==> src/rtl/dp_arbiter.sv <==
// dp_arbiter: round-robin owner of a shared dot_product engine.
// Latches the winner's operands, clears and runs the engine, returns one result.
module dp_arbiter #(
    parameter int NUM_REQ    = 4,
    parameter int VECTOR_LEN = 4,
    parameter int TIMEOUT    = 64
) (
    input  logic                                     clk,
    input  logic                                     rst,
    input  logic [NUM_REQ-1:0]                       req,
    input  logic [NUM_REQ-1:0][VECTOR_LEN-1:0][31:0] req_vec1,
    input  logic [NUM_REQ-1:0][VECTOR_LEN-1:0][31:0] req_vec2,
    output logic [NUM_REQ-1:0]                       gnt,
    output logic [NUM_REQ-1:0]                       rsp_valid,
    output logic [31:0]                              rsp_result,
    output logic                                     rsp_error,
    output logic                                     busy,
    output logic                                     eng_rst,
    output logic [VECTOR_LEN-1:0][31:0]              eng_vec1,
    output logic [VECTOR_LEN-1:0][31:0]              eng_vec2,
    input  logic                                     eng_done,
    input  logic [31:0]                              eng_result
);

    localparam int IW = (NUM_REQ > 1) ? $clog2(NUM_REQ) : 1;
    localparam int CW = $clog2(TIMEOUT);

    typedef enum logic [1:0] {
        IDLE,
        CLEAR,
        RUN,
        RESP
    } state_e;

    state_e state_q, state_d;

    logic [IW-1:0]                 win_q, win_d;
    logic [IW-1:0]                 last_q, last_d;
    logic [CW-1:0]                 cnt_q, cnt_d;
    logic [NUM_REQ-1:0]            gnt_q, gnt_d;
    logic [NUM_REQ-1:0]            rsp_valid_q, rsp_valid_d;
    logic [31:0]                   rsp_result_q, rsp_result_d;
    logic                          rsp_error_q, rsp_error_d;
    logic                          busy_q, busy_d;
    logic                          eng_rst_q, eng_rst_d;
    logic [VECTOR_LEN-1:0][31:0]   vec1_q, vec1_d;
    logic [VECTOR_LEN-1:0][31:0]   vec2_q, vec2_d;

    logic [IW-1:0] pick;
    logic [IW-1:0] idx;
    logic          found;
    logic          last_cnt;

    assign last_cnt = (cnt_q == CW'(TIMEOUT - 1));

    // Search upward from last+1 so the previous owner is considered last.
    always_comb begin
        pick  = '0;
        idx   = '0;
        found = 1'b0;
        for (int i = 1; i <= NUM_REQ; i++) begin
            idx = IW'((int'(last_q) + i) % NUM_REQ);
            if (!found && req[idx]) begin
                found = 1'b1;
                pick  = idx;
            end
        end
    end

    always_ff @(posedge clk or negedge rst) begin
        if (!rst) begin
            state_q <= IDLE;
        end else begin
            state_q <= state_d;
        end
    end

    always_comb begin
        state_d = state_q;
        unique case (state_q)
            IDLE:    if (found) state_d = CLEAR;
            CLEAR:   state_d = RUN;
            RUN:     if (eng_done || last_cnt) state_d = RESP;
            RESP:    state_d = IDLE;
            default: state_d = IDLE;
        endcase
    end

    always_comb begin
        win_d        = win_q;
        last_d       = last_q;
        cnt_d        = cnt_q;
        gnt_d        = gnt_q;
        rsp_valid_d  = '0;
        rsp_result_d = rsp_result_q;
        rsp_error_d  = rsp_error_q;
        vec1_d       = vec1_q;
        vec2_d       = vec2_q;
        eng_rst_d    = (state_d != RUN);
        busy_d       = (state_d != IDLE);
        unique case (state_q)
            IDLE: begin
                if (found) begin
                    win_d       = pick;
                    gnt_d       = '0;
                    gnt_d[pick] = 1'b1;
                    vec1_d      = req_vec1[pick];
                    vec2_d      = req_vec2[pick];
                end
            end
            CLEAR: cnt_d = '0;
            RUN: begin
                cnt_d = cnt_q + CW'(1);
                // Done takes priority over the watchdog on the final count.
                if (eng_done) begin
                    rsp_result_d       = eng_result;
                    rsp_error_d        = 1'b0;
                    rsp_valid_d[win_q] = 1'b1;
                end else if (last_cnt) begin
                    rsp_result_d       = '0;
                    rsp_error_d        = 1'b1;
                    rsp_valid_d[win_q] = 1'b1;
                end
            end
            RESP: begin
                last_d = win_q;
                gnt_d  = '0;
            end
            default: ;
        endcase
    end

    always_ff @(posedge clk or negedge rst) begin
        if (!rst) begin
            win_q        <= '0;
            last_q       <= IW'(NUM_REQ - 1);
            cnt_q        <= '0;
            gnt_q        <= '0;
            rsp_valid_q  <= '0;
            rsp_result_q <= '0;
            rsp_error_q  <= 1'b0;
            busy_q       <= 1'b0;
            eng_rst_q    <= 1'b1;
            vec1_q       <= '0;
            vec2_q       <= '0;
        end else begin
            win_q        <= win_d;
            last_q       <= last_d;
            cnt_q        <= cnt_d;
            gnt_q        <= gnt_d;
            rsp_valid_q  <= rsp_valid_d;
            rsp_result_q <= rsp_result_d;
            rsp_error_q  <= rsp_error_d;
            busy_q       <= busy_d;
            eng_rst_q    <= eng_rst_d;
            vec1_q       <= vec1_d;
            vec2_q       <= vec2_d;
        end
    end

    assign gnt        = gnt_q;
    assign rsp_valid  = rsp_valid_q;
    assign rsp_result = rsp_result_q;
    assign rsp_error  = rsp_error_q;
    assign busy       = busy_q;
    assign eng_rst    = eng_rst_q;
    assign eng_vec1   = vec1_q;
    assign eng_vec2   = vec2_q;

endmodule

==> config.mk <==
export PLATFORM = sky130hd
export DESIGN_NAME = dp_arbiter
export DESIGN_NICKNAME = d
export VERILOG_FILES = /design/src/rtl/dp_arbiter.sv
export SDC_FILE = /design/constraint.sdc
export NUM_CORES = 1
export LEC_CHECK = 0
export ABC_CLOCK_PERIOD_IN_PS = 2130
export CORE_AREA = 5 5 535 537
export DETAILED_ROUTE_END_ITERATION = 10
export DIE_AREA = 0 0 540 542
export SYNTH_ARGS = -nofsm -noshare
export SYNTH_HDL_FRONTEND = slang
export SYNTH_SLANG_ARGS = --single-unit
==> constraint.sdc <==
create_clock -name clk -period 2.13 [get_ports clk]
set_input_delay 0.213 -clock clk [delete_from_list [all_inputs] [get_ports clk]]
set_output_delay 0.213 -clock clk [all_outputs]
set_load 0.05 [all_outputs]
==> out/results.ini <==
[critical_path]
setup.worst_path.end_class=register
setup.worst_path.start=last_q[1]
path_max_fanout=8
ff2ff_setup_slack_ps=-200
slowest_stage=dfstp_2
critPathLaunchType=register
arrival_ps=2880
cp.depth=9
worst-setup-path-type=register to register
worstRegToRegCells=9
path_cells=buf_6, buf_6, o21a_1, o221ai_4, buf_12, buf_16, buf_12, mux2i_4, o22ai_2
cp_data_required_time_ps=2680
timing.critical_path.to=eng_vec2[26]
path_buf_inv=5
critPathTopFamily=buffers and inverters
timing.rr.start=last_q[1]
rr_endpoint=eng_vec2[26]
cpPeakStageDelay_ps=410

[synthesis]
ys_seq_area_share_pct=40.6
syn_nets=3002
syn_area_per_cell_um2=9.92
ys_types=47
yosys-top-cells-count=dfrtp_1, nor2_1, mux2i_1, o22ai_1, o21ai_0
synth_top_area_share_pct=40.2
ys_top_cells_by_area=dfrtp_1, mux2i_1, o22ai_1, a221oi_2, a221oi_1
synth_edf_count=0
synth_area_mm2=0.0192
yosys.area.top_type=dfrtp_1
ys_ff_latch=311
synth_top_flop_cell=dfrtp_1
yosysMostFrequentCell=dfrtp_1
yosysWarnings=0
async_reset_ff_share_pct=100
netlist_instances=1935

[grt]
antenna_found_initial=271
grt_max_degree=59
grt_pass1_wl_mm=310
grt_util_all_layers_pct=16.4
first_global_vias=26500
grt_overflow=0

[detailed_routing]
drc=0
dr_wl_met3_mm=33.6
top_layer=met5
ant_nets=0
avgViaCountPerCell=3.64
wl_met2_mm=117
drt_first_pass_iters=5
drtIter0Drc=2577
m1WireLength_mm=92.1
drt_wl_total_mm=256
post_drt_wl_per_cell_um=34.5
vias=27000

[cells_and_area]
final_cells=7415
fin_util_pct=16.5
nets=4630
fill_cells=31200
final_cell_area_mm2=0.0464
drive_above_1_share_pct=29.0
area_growth_pct=142

[sta]
tightest_slew_ps=666
fin_ws_ps=-197
relSlewSlack_pct=55.8
setup_viol=250
min_period_ps=2330
drv_slew=0
post-route-period-util_pct=109
final_hold_viol_count=0
rsz0062_at_grt=yes
tns_ps=-20900
skew_ps=24.9
fmax_mhz=430

[clock_tree]
cts_buffer_depth=3
root_buffer=clkbuf_16
cts_tree=built
cts_htree_levels=2
clkLatencyLatePin_ps=700
path_clk_slew_ps=60
cts_sinks=311
numCtsBuffers=48

[power_and_ir_drop]
seq_power_share_pct=16.2
sw_frac_of_total_pct=51.9
comb_power_share_pct=71.2
power_density_mw_per_mm2=1520
p_leak_nw=17.3
intPower_mw=33.8
p_clk_share_pct=12.6
switching_power_mw=36.5
peakVddDrop_mv=0.778

[floorplanning]
die_x_um=540
die_y_um=542
ioPinCount=1362
core_area_mm2=0.281
dieArea_mm2=0.293
initial_core_util_pct=6.83
rows=195

[placement]
dp.cells=7113
io_buffer_count=1361
hpwl_mm=208
place_ws_ps=-1070
place_congestion=0.938
dpl_cell_area_mm2=0.0390

[status]
violations=negative setup slack
status=complete, but fails checks

[run]
maxCapViolCount=0

[min_path]
hp-class=input port to async pin

==> per-layer routing <==
metal | global-route usage (%) | vias to the layer above
met5 | 0 | -
met3 | 9.19 | 658
met1 | 17.8 | 13200
li1 | - | 11100
met2 | 26.4 | 1916
met4 | 6.75 | 236
==> cell families after synthesis <==
family	count (synthesis)	synth area share [%]
AO/OA/AOI/OAI	834	32.7
flip-flops	311	40.6
AND/OR/NAND/NOR	305	6.37
multiplexers	261	13.6
buffers and inverters	219	6.42
adder cells (fa/ha/maj)	4	0.261
XOR/XNOR	1	0.0457
==> layout make-up <==
type | count | area (µm²) | area share (%)
Clock buffer | 69 | 1450 | 3.13
Sequential cell | 311 | 7790 | 16.8
Clock inverter | 17 | 211 | 0.455
Inverter | 8 | 30.0 | 0.0647
Multi-Input combinational cell | 1405 | 12700 | 27.4
Antenna cell | 73 | 183 | 0.393
Tap cell | 3743 | 4680 | 10.1
Timing Repair Buffer | 1789 | 19400 | 41.7
==> power groups by stage <==
stage | sequential (mW) | combinational [mW] | clock, mW
2_1_floorplan | 19.4 | 13.5 | 0
3_3_place_gp | 11.2 | 41.1 | 0
3_5_place_dp | 11.2 | 41.5 | 0
4_1_cts | 11.2 | 48.3 | 9.18
5_1_grt | 11.8 | 52.1 | 9.30
6_report | 11.4 | 50.1 | 8.87
==> stage by stage <==
step	hold WS [ps]	power (mW)
after floorplan	-82.6	32.9
after global placement	172	52.3
after detailed placement	177	52.7
after CTS	12.2	68.7
after global routing	53.5	73.2
final	80.2	70.4
==> what timing repair did <==
action                                  CTS  global route
setup buffers                            76            47
endpoints found under the setup margin  432           260
hold buffers                              2             0
hold endpoints to repair                248             0
resized for setup                       631           310
gates cloned                             47             9
pin swaps                                83           148
==> worst min-delay path by stage <==
stage | end | start | cells after the start
3_3_place_gp | rsp_result[26] | rst | 1
6_report | eng_vec2[117] | rst | 2
5_1_grt | eng_vec2[117] | rst | 2
4_1_cts | eng_vec2[117] | rst | 2
3_5_place_dp | rsp_valid[3] | rst | 1
2_1_floorplan | busy | rst | 0
==> placed cells by master (no fill, tap or decap), drive strengths merged, types with 2 or more instances in the layout <==
cell type	instances
bufinv	4
o21a	2
a22o	33
dfrtp	308
ha	4
mux2i	259
mux2	2
nand3	3
o31ai	2
nor2b	6
clkbuf	79
nand2b	6
clkdlybuf4s50	1063
dfstp	3
clkinvlp	3
a21oi	9
dlygate4sd2	177
o211ai	2
buf	533
and2	2
o21ai	268
o22ai	257
diode	73
clkinv	7
bufbuf	4
nor2	261
a221oi	258
nor3b	3
nand2	17
dlygate4sd3	2
inv	11
==> flip-flops by register name, summed over array words and instances, names as in the netlist <==
signal and count:
busy 1, cnt_q 6, eng_rst 1, eng_vec1 128, eng_vec2 128, gnt 4
last_q 2, rsp_error 1, rsp_result 32, rsp_valid 4, state_q 2, win_q 2
No activity file was read; power rests on OpenSTA's default activity.
